`src/rtl/vga_pkg.sv`:
```
// Shared video types: frame word, colour widths and
// the tail-FIFO synchronisation states.
package vga_pkg;

  localparam int R_SIZE   = 4;
  localparam int G_SIZE   = 4;
  localparam int B_SIZE   = 4;
  localparam int RGB_SIZE = R_SIZE + G_SIZE + B_SIZE;
  localparam int HC_W     = 10;
  localparam int VC_W     = 10;

  typedef struct packed {
    logic              start;
    logic [HC_W-1:0]   hc;
    logic [VC_W-1:0]   vc;
    logic [R_SIZE-1:0] r;
    logic [G_SIZE-1:0] g;
    logic [B_SIZE-1:0] b;
  } vga_frame_t;

  typedef enum logic [1:0] {
    WAIT_START,
    WAIT_ALIGN,
    RUN
  } vga_fifo_state_e;

endpackage

```
`src/rtl/vga_fifo_sync.sv`:
```
// Generic first-word-fall-through synchronous FIFO.
// Flush empties it in one edge and beats any push/pop.
module vga_fifo_sync #(
  parameter int AW = 4,
  parameter int DW = 13
) (
  input  logic          clk,
  input  logic          rst,
  input  logic          push,
  input  logic          pop,
  input  logic          flush,
  input  logic [DW-1:0] din,
  output logic [DW-1:0] dout,
  output logic [AW:0]   count,
  output logic          full,
  output logic          empty
);

  logic [DW-1:0] r_mem [0:2**AW-1];
  logic [AW-1:0] r_wr;
  logic [AW-1:0] r_rd;
  logic [AW:0]   r_count;
  logic          w_push;
  logic          w_pop;

  assign w_push = push & ~full & ~flush;
  assign w_pop  = pop & ~empty & ~flush;
  assign full   = r_count[AW];
  assign empty  = (r_count == '0);
  assign count  = r_count;
  assign dout   = r_mem[r_rd];

  // Pointer and occupancy bookkeeping.
  always_ff @(posedge clk) begin
    if (rst || flush) begin
      r_wr    <= '0;
      r_rd    <= '0;
      r_count <= '0;
    end else begin
      if (w_push) r_wr <= r_wr + 1'b1;
      if (w_pop)  r_rd <= r_rd + 1'b1;
      r_count <= r_count
               + {{AW{1'b0}}, w_push}
               - {{AW{1'b0}}, w_pop};
    end
  end

  // Storage array; contents need no reset.
  always_ff @(posedge clk) begin
    if (w_push) r_mem[r_wr] <= din;
  end

endmodule

```
`src/rtl/video_frame_fifo.sv`:
```
// Tail elastic buffer: throttles upstream with stall and
// hands one pixel per request to VGA timing, frame-aligned.
module video_frame_fifo
  import vga_pkg::*;
#(
  parameter int FIFO_AW      = 4,
  parameter int STALL_MARGIN = 4
) (
  input  logic                clk,
  input  logic                rst,
  input  logic                source_vld,
  input  vga_frame_t          source_frame,
  output logic                stall,
  input  logic                pixel_req,
  input  logic                vga_sof,
  output logic [RGB_SIZE-1:0] pixel_rgb,
  input  logic                clr_status,
  output logic                underrun,
  output logic                overflow,
  output logic                misalign
);

  localparam int DW = RGB_SIZE + 1;
  localparam int TH = 2**FIFO_AW - STALL_MARGIN;
  localparam logic [FIFO_AW:0] STALL_TH = TH[FIFO_AW:0];

  vga_fifo_state_e     r_state;
  logic [DW-1:0]       w_din;
  logic [DW-1:0]       w_dout;
  logic [FIFO_AW:0]    w_count;
  logic                w_full;
  logic                w_empty;
  logic                w_push;
  logic                w_pop;
  logic                w_flush;
  logic                w_set_un;
  logic                w_set_mis;
  logic                w_set_ov;
  logic                w_head_st;
  logic [RGB_SIZE-1:0] w_head_rgb;
  logic                w_unused_hv;

  assign w_unused_hv = ^{source_frame.hc, source_frame.vc};

  assign w_din = {source_frame.start, source_frame.r,
                  source_frame.g, source_frame.b};
  assign w_head_st  = w_dout[RGB_SIZE];
  assign w_head_rgb = w_dout[RGB_SIZE-1:0];

  assign stall    = (w_count >= STALL_TH);
  assign w_set_ov = source_vld & w_full;
  assign w_push   = source_vld & ~w_full & ~w_flush &
                    ((r_state != WAIT_START) |
                     source_frame.start);

  // Read-side decode: pop, error detection and flush.
  always_comb begin
    w_pop     = 1'b0;
    w_flush   = 1'b0;
    w_set_un  = 1'b0;
    w_set_mis = 1'b0;
    if (pixel_req) begin
      unique case (r_state)
        WAIT_ALIGN: w_pop = vga_sof;
        RUN: begin
          if (w_empty) begin
            w_set_un = 1'b1;
            w_flush  = 1'b1;
          end else if (w_head_st != vga_sof) begin
            w_set_mis = 1'b1;
            w_flush   = 1'b1;
          end else begin
            w_pop = 1'b1;
          end
        end
        default: w_pop = 1'b0;
      endcase
    end
  end

  // Sync state machine, pixel register and sticky flags.
  always_ff @(posedge clk) begin
    if (rst) begin
      r_state   <= WAIT_START;
      pixel_rgb <= '0;
      underrun  <= 1'b0;
      overflow  <= 1'b0;
      misalign  <= 1'b0;
    end else begin
      if (pixel_req)
        pixel_rgb <= w_pop ? w_head_rgb : '0;
      underrun <= w_set_un  | (underrun & ~clr_status);
      overflow <= w_set_ov  | (overflow & ~clr_status);
      misalign <= w_set_mis | (misalign & ~clr_status);
      if (w_flush) begin
        r_state <= WAIT_START;
      end else begin
        unique case (r_state)
          WAIT_START: if (w_push) r_state <= WAIT_ALIGN;
          WAIT_ALIGN: if (w_pop)  r_state <= RUN;
          default:    r_state <= r_state;
        endcase
      end
    end
  end

  vga_fifo_sync #(
    .AW (FIFO_AW),
    .DW (DW)
  ) u_fifo (
    .clk   (clk),
    .rst   (rst),
    .push  (w_push),
    .pop   (w_pop),
    .flush (w_flush),
    .din   (w_din),
    .dout  (w_dout),
    .count (w_count),
    .full  (w_full),
    .empty (w_empty)
  );

endmodule

```
`config.mk`:
```
export PLATFORM = sky130hd
export DESIGN_NAME = video_frame_fifo
export DESIGN_NICKNAME = d
export VERILOG_FILES = /design/src/rtl/vga_pkg.sv /design/src/rtl/vga_fifo_sync.sv /design/src/rtl/video_frame_fifo.sv
export SDC_FILE = /design/constraint.sdc
export NUM_CORES = 1
export LEC_CHECK = 0
export BUFFER_PORTS_ARGS = -buffer_cell sky130_fd_sc_hd__buf_4
export CORE_ASPECT_RATIO = 1.75
export CORE_MARGIN = 5
export CORE_UTILIZATION = 63
export CTS_BUF_LIST = sky130_fd_sc_hd__clkbuf_2
export DETAILED_ROUTE_END_ITERATION = 12
export HOLD_SLACK_MARGIN = 0.03
export MAX_ROUTING_LAYER = met4
export PLACE_DENSITY = 0.89
export SLEW_MARGIN = 20
export SYNTH_ARGS = -nofsm -noshare
export SYNTH_HDL_FRONTEND = slang
export SYNTH_SLANG_ARGS = --single-unit
```
`constraint.sdc`:
```
create_clock -name clk -period 4.5 [get_ports clk]
set_input_delay 0.225 -clock clk [delete_from_list [all_inputs] [get_ports clk]]
set_output_delay 0.225 -clock clk [all_outputs]
set_load 0.03 [all_outputs]
```
# Yosys cells after proc, flatten, opt, wreduce, memory -nomap -nowiden
# Memory sizes are Yosys's and may differ from the RTL's. A register that Yosys moved wholly into a read port is not among the register bits.
# Index checks and enable logic that the tools add are counted.
[op_classes]
add_sub_neg = 4
order_cmp = 1
eq_ne = 5
n_mux = 22
bitwise = 19
reduce_logical = 7
[op_table]
columns = ["cell", "n"]
rows = [
  ["$mux W1", 15],
  ["$mux W12", 1],
  ["$and A1 B1 Y1", 11],
  ["$add A4 B1 Y4 const B", 2],
  ["$mux W4", 2],
  ["$add A5 B1 Y5", 1],
  ["$ge A5 B4 Y1 const B", 1],
  ["$logic_not A5 Y1", 1],
  ["$sub A5 B1 Y5", 1],
  ["$mux W2", 2],
  ["$ne A2 B1 Y1 const B", 2],
  ["$not A1 Y1", 4],
  ["$or A1 B1 Y1", 4],
  ["$pmux W2 S2", 1],
  ["$reduce_bool A2 Y1", 2],
  ["$reduce_and A3 Y1", 1],
  ["$eq A2 B1 Y1 const B", 1],
  ["$eq A2 B2 Y1 const B", 1],
  ["$logic_not A2 Y1", 1],
  ["$pmux W1 S2", 1],
  ["$reduce_or A2 Y1", 1],
  ["$logic_or A1 B1 Y1", 1],
  ["$ne A1 B1 Y1", 1],
]
[word_totals]
ff_bits = 30
mem_bits_rw = 208
output_inout_bits = 16
word_cells = 67
memories = 1
[memory_table]
columns = ["name", "words", "word_bits", "read_ports", "rd_clocked_by_memory_dff", "write_ports", "line_no", "rtl"]
rows = [
  ["u_fifo.r_mem", 16, 13, 1, 1, 1, "vga_fifo_sync.sv:19", "logic [DW-1:0] r_mem [0:2**AW-1];"],
]

# Longest topological paths before layout
# Gate-level depths: netlist of the first run.
[logic_depth]
ltp_word = 12
ltp_mapped = 14
ltp_nobuf = 14

# Hierarchy
# A second synthesis of the first run with hierarchy kept.
[hier_totals]
hier_cells = 521
hier_area_um2 = 9572.9
[modules_own_cells]
columns = ["mod", "n_inst", "cells_per_inst", "area_each_um2"]
rows = [
  ["vga_fifo_sync", 1, 432, 8795.9],
  ["video_frame_fifo", 1, 89, 777.0],
]

# Worst setup path after synthesis of the first run
# No wires, ideal clock.
[synth_path]
path_kind = "reg2reg"
startpoint = "register (tool-made name)"
endpoint = "memory u_fifo.r_mem[3][0] (enable)"
setup_time_ns = 0.400
arrival_time_ns = 2.830
t_required_ns = 4.100
slack_ns = 1.271
stages_incl_launch_ff = 7
n_path_buf = 1
cell_sequence = "dfxtp_1 buf_6 mux4_2 mux2i_1 mux2_2 a311o_1 nor3_1"
[synth_lines]
columns = ["element", "line_no"]
rows = [
  ["to (decl)", "vga_fifo_sync.sv:19"],
]

==> results.json, run 1 <==
{
  "grt_start_max_net_pins": 33,
  "instances_no_fill": 848,
  "drt-vias-per-instance": 6.226,
  "wirelength_mm": 20.06,
  "use_met1": 0.2649,
  "drc": 0,
  "critPathKind": "flop to flop",
  "global_route.peak_usage_layer": "met2",
  "finalHoldWorstSlack_ps": 159.8,
  "finalPower_uw": 4425,
  "hold_path.class": "input pin to flop",
  "path_cells": "mux4_2 > mux2i_1 > mux2_2 > a31oi_1 > and3_1",
  "critical_path.endpoint_type": "flop",
  "critical_path.slowest_cell": "and3_1",
  "grt.total_usage": 0.2340,
  "route.vias.total": 5280,
  "wl_per_cell_um": 23.65,
  "die_span_in_y_um": 174.1,
  "finalHoldViolCount": 0,
  "post_synth_fa_ha_maj_area_fraction": 0.02142,
  "timing_worst_slew_pin_value_ps": 921.3,
  "synthFlopType": "edfxtp_1",
  "rsz0062_at_grt": "no",
  "grt_pass1_vias": 5659,
  "xor_and_xnor_area_share_after_synthesis": 0.006323,
  "drive_gt1_frac": 0.3268,
  "setup_viol": 0,
  "postSynthRegisterBits": 242,
  "drv.max_cap_violation_count": 0,
  "cts.reportedPaths.clkPinSlew_ps": 100,
  "cts-root-to-sink-buffers": 3,
  "clock-root-buffer": "clkbuf_2",
  "final.setup.tns_ps": 0,
  "syn_inst": 516,
  "synth-edff-count": 208,
  "first_pass_grt_wire_length_mm": 31.15,
  "yosys.cell_types.count": 49,
  "power-per-cell-area_nw_per_um2": 403.6,
  "clock-sinks": 242,
  "drt.antenna.violating_nets": 0,
  "netlist_top_cells_area": "edfxtp_1 (64%), mux4_2 (15%), dfxtp_1 (7.0%)",
  "simple_gate_fraction_of_synth_area": 0.04594,
  "die-width_um": 103.8,
  "tritoncts": "built",
  "synthDominantAreaCellType": "edfxtp_1",
  "synth_common_cells": "edfxtp_1 (208), mux4_2 (64), dfxtp_1 (34), inv_1 (26), nor2_1 (26)",
  "arrival_ps": 4100,
  "cts.htree.levels": 2,
  "ys.warnings.count": 0,
  "dp_cell_count": 737,
  "timing.critical_path.fanout_max": 14,
  "grt_antenna_before_repair": 1,
  "drtPass1Iterations": 5,
  "design_area_um2": 10960,
  "core.rowCount": 60,
  "total_buffers_and_inverters_traversed_by_the_critical_path": 0,
  "congestion_overflow_gr": 0,
  "design.portCount": 55,
  "cts-buffers-inserted": 51,
  "largest_family_of_logic_cells_by_synthesized_area": "multiplexers",
  "yosys.area.top_type_share": 0.6441,
  "syn2layout_area_growth_pct": 13.07,
  "power.ir.vdd_worst_uv": 345.5,
  "critPathMaxStageDelay_ps": 890,
  "max_freq_mhz": 267.5,
  "max_slew_margin": 0.3858,
  "dp_hpwl_mm": 12.87,
  "static-leakage-power_uw": 0.003817,
  "synth.net_count": 571,
  "period_needed_ps": 3738,
  "yosys-mux-area-fraction": 0.1550,
  "initial_core_util": 0.6363,
  "design.final.nets": 678,
  "gr_util_met3": 0.03790,
  "async_reset_ff_frac": 0,
  "clock_insertion_delay_at_the_later_pin_of_the_skew_report_ps": 760,
  "design.core.area_um2": 15240,
  "period_utilisation_layout": 0.8308,
  "synth_sequential_area_ratio": 0.7143,
  "synth_compound_area_frac": 0.03600,
  "detailed_place.area_um2": 10260,
  "critPathRequiredTime_ps": 4860,
  "clock_skew_ps": 43.62,
  "finalWeightedCongestion": 0.8933,
  "io_buffers": 34,
  "dr.first_iter.drc_count": 479,
  "met2_usage": 0.4137,
  "die-area_um2": 18070,
  "report.final.slew_viol_count": 0,
  "yosys.cell_count.top_type": "edfxtp_1",
  "outcome": "finished, final reports clean",
  "avgSynthCellArea_um2": 18.79,
  "synth.cell_area_um2": 9697,
  "critical_path.top_delay_family": "multiplexers",
  "start_kind": "flop"
}
==> report_power, final <==
group	total [uW]	leakage (uW)	internal, uW	switching (uW)
logic	507	0.00130	221	286
registers	2540	0.00215	2500	40.0
clock network	1380	0.000368	585	795
==> metrics by stage <==
stage	setup slack [ps]	util
finish	761.5	0.7195
global route	547.1	0.7195
CTS	696.7	0.7193
detailed placement	736.5	0.6733
global placement	930.9	0.6733
floorplan	1271	-
==> layer usage <==
layer  share of wire  vias to the layer above
li1                -                     2308
met3           0.064                       61
met4           0.033                        0
met1            0.34                     2656
met2            0.56                      255
met5               0                        -
==> worst min-delay path: cells and delay by family <==
family / cells / cell delay [ps]
AND/OR/NAND/NOR: 1 / 80
buffers and inverters: 1 / 120
XOR/XNOR: 1 / 130
AO/OA/AOI/OAI: 1 / 300
==> area by class of cell <==
class	instances	area, um^2
sequential	242	6932
fill	902	4275
multi-input combinational	226	2571
timing repair buffer	76	618.1
clock buffer	67	335.3
tap	186	232.7
clock inverter	24	175.2
inverter	26	97.59
antenna	1	2.502
==> flip-flops by register name (all words and copies together), names as in the netlist, named ones only <==
name          count
u_fifo.r_rd       4
misalign          1
underrun          1
overflow          1
u_fifo.r_wr       4
r_state           2
u_fifo.count      5
u_fifo.r_mem    208
pixel_rgb        12
==> logic make-up after synthesis <==
| group | after synthesis |
|---|---|
| flip-flops | 242 |
| buffers and inverters | 48 |
| adder cells (fa/ha/maj) | 16 |
| XOR/XNOR | 7 |
| multiplexers | 70 |
| AND/OR/NAND/NOR | 88 |
| AO/OA/AOI/OAI | 45 |
==> repair_timing <==
item / in CTS / in global routing
gates resized for setup: 0 / 0
endpoints found under the hold margin: 227 / 0
hold buffers: 19 / 0
setup buffers: 0 / 0
==> final timing paths <==
| path | from | end | slack, ps | cells after the start |
|---|---|---|---|---|
| min reg2reg | pixel_rgb[8]$_SDFFE_PP0P_ | pixel_rgb[8]$_SDFFE_PP0P_ | 460 | 2 |
| min | source_vld | u_fifo.r_wr[0]$_SDFFE_PP0P_ | 160 | 4 |
| max | flop | u_fifo.r_mem[6][6]$_DFFE_PP_ | 760 | 5 |
| max reg2reg | flop | u_fifo.r_mem[6][6]$_DFFE_PP_ | 760 | 5 |
==> cells in the final DEF, fill, tap and decap left out, types with 2 or more instances in the layout <==
| master | n |
|---|---|
| edfxtp_1 | 208 |
| clkbuf_2 | 67 |
| mux4_2 | 64 |
| buf_4 | 57 |
| dfxtp_1 | 32 |
| inv_1 | 26 |
| nor2_1 | 26 |
| nand2_1 | 21 |
| dlygate4sd3_1 | 19 |
| ha_1 | 15 |
| clkinv_1 | 15 |
| and3_1 | 13 |
| a21oi_1 | 10 |
| o21ai_2 | 10 |
| nand3_1 | 6 |
| nor2b_1 | 6 |
| mux2i_1 | 5 |
| xnor2_1 | 5 |
| o21ai_0 | 5 |
| clkinv_2 | 5 |
| bufinv_16 | 3 |
| o211ai_1 | 2 |
| and2_1 | 2 |
| a22oi_4 | 2 |
| nand2b_1 | 2 |
| o31ai_1 | 2 |
| a21o_1 | 2 |
| or3_1 | 2 |
| xor2_1 | 2 |
| a22oi_1 | 2 |
Power figures use the tool's default switching activity.
==> run 2, diff against run 1 <==
clock period = 3.7 ns   (was 4.5 ns; I/O delays follow)
==> run 2 against run 1 <==
Effect of this change:
- core utilization shrank 0.51 points
- worst setup slack lost 520 ps
- final cell count shrank 0.59%
- clock skew grew 22 ps
- combinational power grew 23%
- global-route usage grew 0.19 points
==> results.json, run 2 (same netlist as run 1, synthesis figures left out) <==
{
  "wl_per_cell_um": 23.91,
  "count_of_filler_cells_inserted_in_the_layout": 886,
  "min_path_cells": 4,
  "design.portCount": 55,
  "design.core.area_um2": 15240,
  "power.share.switching": 0.2621,
  "power-per-cell-area_nw_per_um2": 475.5,
  "grt.total_usage": 0.2358,
  "period_utilisation_layout": 0.9348,
  "slack_of_the_worst_reg_to_reg_path_ps": 240,
  "outcome": "finished, final reports clean",
  "static-leakage-power_uw": 0.003767,
  "seqCellArea_um2": 6932,
  "final_common_cell": "edfxtp_1",
  "hold_path.class": "input pin to flop",
  "drt.antenna.violating_nets": 0,
  "finalHoldViolCount": 0,
  "design.final.nets": 677,
  "setup_viol": 0,
  "drtPass1Iterations": 5,
  "die-width_um": 103.8,
  "cts.reportedPaths.clkPinSlew_ps": 130,
  "highest_count_cells_in_the_layout_ignoring_fill_and_taps": "edfxtp_1 (208), mux4_2 (64), buf_4 (60)",
  "timing_worst_slew_pin_value_ps": 825.6,
  "congestion_overflow_gr": 0,
  "rsz0062_at_grt": "no",
  "report.final.slew_viol_count": 0,
  "grt_antenna_before_repair": 1,
  "power_share_of_the_sequential_group": 0.595,
  "first_pass_grt_wire_length_mm": 31.68,
  "instances_no_fill": 843,
  "max_slew_margin": 0.4496,
  "cts-buffers-inserted": 48,
  "dp_hpwl_mm": 12.66,
  "combinationalPowerShare": 0.120,
  "wirelength_mm": 20.16,
  "area_of_the_multi_input_gates_um2": 2571,
  "drt-vias-per-instance": 6.208,
  "power.switching_uw": 1357,
  "critPathKind": "flop to flop",
  "cts-root-to-sink-buffers": 3,
  "cellInternalPower_uw": 3820,
  "die-area_um2": 18070,
  "critPathRequiredTime_ps": 4310,
  "drive_gt1_frac": 0.3155,
  "grt_start_max_net_pins": 29,
  "syn2layout_area_growth_pct": 12.27,
  "largest_register": "u_fifo.r_mem",
  "power.ir.vdd_worst_uv": 438.4,
  "arrival_ps": 4070,
  "tritoncts": "built",
  "dp_cell_count": 740,
  "period_needed_ps": 3459,
  "route.vias.total": 5233,
  "io_buffers": 34,
  "finalWeightedCongestion": 0.8296,
  "clock_insertion_delay_at_the_later_pin_of_the_skew_report_ps": 740,
  "grt_pass1_vias": 5624,
  "clockPowerShare": 0.284,
  "finalCoreUtilization": 0.7144,
  "r2r.worst_path.cells": 13,
  "largest_register_ffs": 208,
  "dr.first_iter.drc_count": 428,
  "clock_skew_ps": 65.74,
  "cts.htree.levels": 2,
  "start_kind": "flop",
  "core.rowCount": 60,
  "timing.critical_path.fanout_max": 9,
  "drv.max_cap_violation_count": 0,
  "initial_core_util": 0.6363,
  "critical_path.endpoint_type": "flop",
  "final.setup.tns_ps": 0,
  "clock-sinks": 242,
  "max_freq_mhz": 289.1,
  "die_span_in_y_um": 174.1,
  "clock-root-buffer": "clkbuf_2",
  "drc": 0
}
==> run 2: cell types whose count changed in the layout (fill, tap and decap cells not counted) <==
cell	delta
clkbuf_2	-10
clkinv_1	+5
buf_4	+3
bufinv_16	-2
clkinv_2	+1
dlygate4sd3_1	-1
inv_2	-1
==> run 2: cell type report <==
type	count	area share
tap	186	0.02138
clock buffer	57	0.02620
multi-input combinational	226	0.2362
inverter	26	0.008964
clock inverter	27	0.01241
antenna	1	0.0002299
sequential	242	0.6367
timing repair buffer	78	0.05792
==> run 2: repair_timing <==
item / CTS / global route
hold buffers: 18 / 0
gates resized for setup: 0 / 0
endpoints found under the hold margin: 227 / 0
setup buffers: 0 / 0
==> run 2: worst paths after layout <==
check,from,to
worst max-delay path,flop,u_fifo.count[4]$_SDFF_PP0_
worst min-delay path,vga_sof,u_fifo.r_rd[2]$_SDFFE_PP0P_
worst max register to register,flop,u_fifo.count[4]$_SDFF_PP0_
worst min register to register,pixel_rgb[3]$_SDFFE_PP0P_,pixel_rgb[3]$_SDFFE_PP0P_
==> run 2: worst max-delay path, cell delays in order (launching register included) <==
cell,delay (ps)
dfxtp_2,520
mux4_2,600
a22oi_4,270
a21oi_1,140
o31a_1,390
nand2b_1,160
nand2_1,80
ha_1,210
fa_1,440
a21oi_1,180
nor2_1,60
nor2_1,110
xor2_1,150
nor2_1,50
==> run 2: power by group through the flow <==
stage,Sequential (uW),Combinational (uW),Clock (uW)
finish,3080,623,1470
global route,3090,691,1660
CTS,3080,622,1500
detailed placement,3140,603,0
global placement,3140,578,0
floorplan,3140,406,0
==> run 2: stage by stage <==
step / power, uW / hold WS, ps / setup WS [ps] / area (um^2)
after floorplan: 3545 / 257.4 / 470.8 / 9697
after global placement: 3714 / 401.1 / 310.9 / 10280
after detailed placement: 3747 / 406.1 / 252.1 / 10280
after CTS: 5201 / 40.58 / 218.6 / 10880
after global routing: 5439 / 87.06 / 49.26 / 10890
final: 5177 / 87.56 / 241.4 / 10890
==> run 2: per-layer routing <==
layer	global-route usage	vias up	routed length, um
met4	0.07996	0	468
met5	-	-	0
li1	-	2286	-
met2	0.4116	253	11500
met1	0.2790	2655	6950
met3	0.03828	39	1236
==> run 3, diff against run 2 <==
CTS_BUF_LIST = sky130_fd_sc_hd__clkbuf_4 sky130_fd_sc_hd__clkbuf_8   (was sky130_fd_sc_hd__clkbuf_2)
SYNTH_HIERARCHICAL = 1   (was default)
==> run 3 against run 2 <==
Effect of this change:
- clock-buffer cell count decreased by 17
- synthesized area decreased by 1.3%
- sequential power about the same
- non-clock buffer count increased by 14
- highest routed layer unchanged
- largest cell class unchanged
- power increased by 5.2%
- routed wire length decreased by 2.5%
- fmax decreased by 3.1%
- sequential share of layout area decreased by 0.99 points
==> results.json, run 3 <==
{
  "wl_per_cell_um": 23.85,
  "setup_viol": 0,
  "drtPass1Iterations": 5,
  "first_pass_grt_wire_length_mm": 29.99,
  "total_buffers_and_inverters_traversed_by_the_critical_path": 2,
  "seqCellArea_um2": 6932,
  "netlist_top_cells_area": "edfxtp_1 (65%), dfxtp_1 (7.1%), mux4_1 (6.6%)",
  "congestion_overflow_gr": 0,
  "finalHoldViolCount": 0,
  "postSynthRegisterBits": 242,
  "hold_path.class": "input pin to flop",
  "max_slew_margin": 0.5481,
  "drt-vias-per-instance": 6.324,
  "max_freq_mhz": 280.0,
  "worst_setup_margin_ps": 129.1,
  "wirelength_mm": 19.66,
  "finalWeightedCongestion": 0.8232,
  "synth_sequential_area_ratio": 0.7236,
  "timing.critical_path.fanout_max": 8,
  "cts-root-to-sink-buffers": 3,
  "antennaDiodeCount": 0,
  "area_of_the_multi_input_gates_um2": 2510,
  "grt_pass1_vias": 5433,
  "avgSynthCellArea_um2": 18.37,
  "design.portCount": 55,
  "clock-sinks": 242,
  "die-area_um2": 17860,
  "largest_register_ffs": 208,
  "design.final.nets": 674,
  "power-per-cell-area_nw_per_um2": 492.3,
  "synthFlopType": "edfxtp_1",
  "critical_path.endpoint_type": "flop",
  "path_cells": "mux4_2 > a22oi_2 > nand2_2 > xor2_2 > o211a_4 > nor4b_4 > nor3b_2 > buf_4 > nand2_1 > nor3_2 > buf_4",
  "arrival_ps": 3810,
  "core.rowCount": 59,
  "power.ir.vdd_worst_uv": 267.7,
  "report.final.slew_viol_count": 0,
  "static-leakage-power_uw": 0.003797,
  "ys.warnings.count": 6,
  "die_span_in_y_um": 173.1,
  "syn_inst": 521,
  "start_kind": "flop",
  "critPathRequiredTime_ps": 3940,
  "count_of_filler_cells_inserted_in_the_layout": 772,
  "async_reset_ff_frac": 0,
  "synth_common_cells": "edfxtp_1 (208), nor2_1 (47), dfxtp_1 (34), mux4_2 (28), a22oi_1 (27)",
  "timing_worst_slew_pin_value_ps": 677.2,
  "io_buffers": 34,
  "synthDominantAreaCellType": "edfxtp_1",
  "design_area_um2": 11060,
  "die-width_um": 103.2,
  "tritoncts": "built",
  "dp_cell_count": 751,
  "yosys.cell_count.top_type": "edfxtp_1",
  "drv.max_cap_violation_count": 0,
  "placement.setup.worst_slack_ps": -292.4,
  "dr.first_iter.drc_count": 496,
  "initial_core_util": 0.6420,
  "clock_insertion_delay_at_the_later_pin_of_the_skew_report_ps": 550,
  "outcome": "finished, final reports clean",
  "critPathMaxStageDelay_ps": 530,
  "period_utilisation_layout": 0.9651,
  "instances_no_fill": 824,
  "crit_top_cell": "buf_4",
  "synth-edff-count": 208,
  "synth.cell_area_um2": 9573,
  "cts.reportedPaths.clkPinSlew_ps": 70,
  "period_needed_ps": 3571,
  "detailed_place.area_um2": 10230,
  "critical_path.slowest_cell": "mux4_2",
  "grt_antenna_before_repair": 0,
  "critical_path.top_delay_family": "simple AND/OR/NAND/NOR gates",
  "drive_gt1_frac": 0.2621,
  "cts.htree.levels": 1,
  "critPathKind": "flop to flop",
  "route.vias.total": 5211,
  "drc": 0,
  "yosys.area.top_type_share": 0.6525,
  "cts-buffers-inserted": 30,
  "yosys.cell_types.count": 40,
  "rsz0062_at_grt": "no",
  "clock_skew_ps": 19.37,
  "synth.net_count": 575,
  "clock-root-buffer": "clkbuf_8",
  "dp_hpwl_mm": 12.31,
  "grt_start_max_net_pins": 33,
  "grt.total_usage": 0.2299,
  "highest_count_cells_in_the_layout_ignoring_fill_and_taps": "edfxtp_1 (208), buf_4 (74), nor2_1 (45)",
  "largest_register": "u_fifo/r_mem",
  "design.core.area_um2": 14910,
  "final_common_cell": "edfxtp_1",
  "drt.antenna.violating_nets": 0,
  "syn2layout_area_growth_pct": 15.51
}
run 3: cell count changes after synthesis, sizes merged, moves of 7 or more:
cell and change:
a22oi +23, nor2 +21, o21ai -14, and3 -13, a21oi +12, inv -12, mux4 -12, nor2b +9
clkbuf +7
run 3: metrics by stage:
stage	utilization	setup TNS [ps]	hold slack [ps]	total power, uW
5_1_grt	0.7416	0	100.4	5655
3_3_place_gp	0.6860	0	454.4	3545
6_report	0.7416	0	95.50	5444
2_1_floorplan	-	-1645	283.9	3416
4_1_cts	0.7391	0	72.51	5469
3_5_place_dp	0.6860	-292.4	468.2	3581
run 3: kinds of logic (layout without fill, tap and decap cells):
kind of cell,Yosys count,count (layout),share of synthesized area
xor+xnor,9,9,0.008235
flops,242,242,0.7236
mux,52,52,0.1317
simple gates,106,106,0.05555
compound gates,58,58,0.04065
buf+inv,39,159,0.01987
fa+ha+maj,15,15,0.02039
run 3: power breakdown:
group          internal [uW]  switching [uW]
logic                    216             288
registers               3020            32.4
clock network           1000             880
run 3: final timing paths:
kind | endpoint | cells past startpoint | slack [ps] | start
hold / removal | underrun$_SDFF_PP0_ | 3 | 100 | pixel_req
setup / recovery | u_fifo/r_mem[3][10]$_DFFE_PP_ | 11 | 130 | flop
setup reg to reg | u_fifo/r_mem[3][10]$_DFFE_PP_ | 11 | 130 | flop
hold reg to reg | misalign$_SDFF_PP0_ | 2 | 490 | misalign$_SDFF_PP0_
run 3: metal layers:
| metal | wire (um) | vias up | GRT usage |
|---|---|---|---|
| met4 | 522 | 0 | 0.07509 |
| met2 | 10780 | 244 | 0.3907 |
| met1 | 7144 | 2648 | 0.2819 |
| met3 | 1210 | 50 | 0.03185 |
| li1 | - | 2269 | - |
| met5 | 0 | - | - |
run 3: what timing repair did:
action | CTS | global route
endpoints found under the hold margin | 223 | 0
hold buffers | 18 | 0
setup buffers | 0 | 2
pin swaps | 0 | 3
cloned | 0 | 0
endpoints found under the setup margin | 22 | 1
gates resized for setup | 3 | 6
run 3: area by class of cell:
type	instances	area share
sequential	242	0.6268
multi-input combinational	240	0.2270
timing repair buffer	92	0.06653
clock buffer	40	0.04469
tap	183	0.02071
clock inverter	13	0.009504
inverter	14	0.004752
run 3: worst reg2reg max path: stages, from the launching register on:
cell	delay, ps
dfxtp_4	420
mux4_2	530
a22oi_2	230
nand2_2	100
xor2_2	210
o211a_4	300
nor4b_4	320
nor3b_2	260
buf_4	200
nand2_1	210
nor3_2	240
buf_4	250
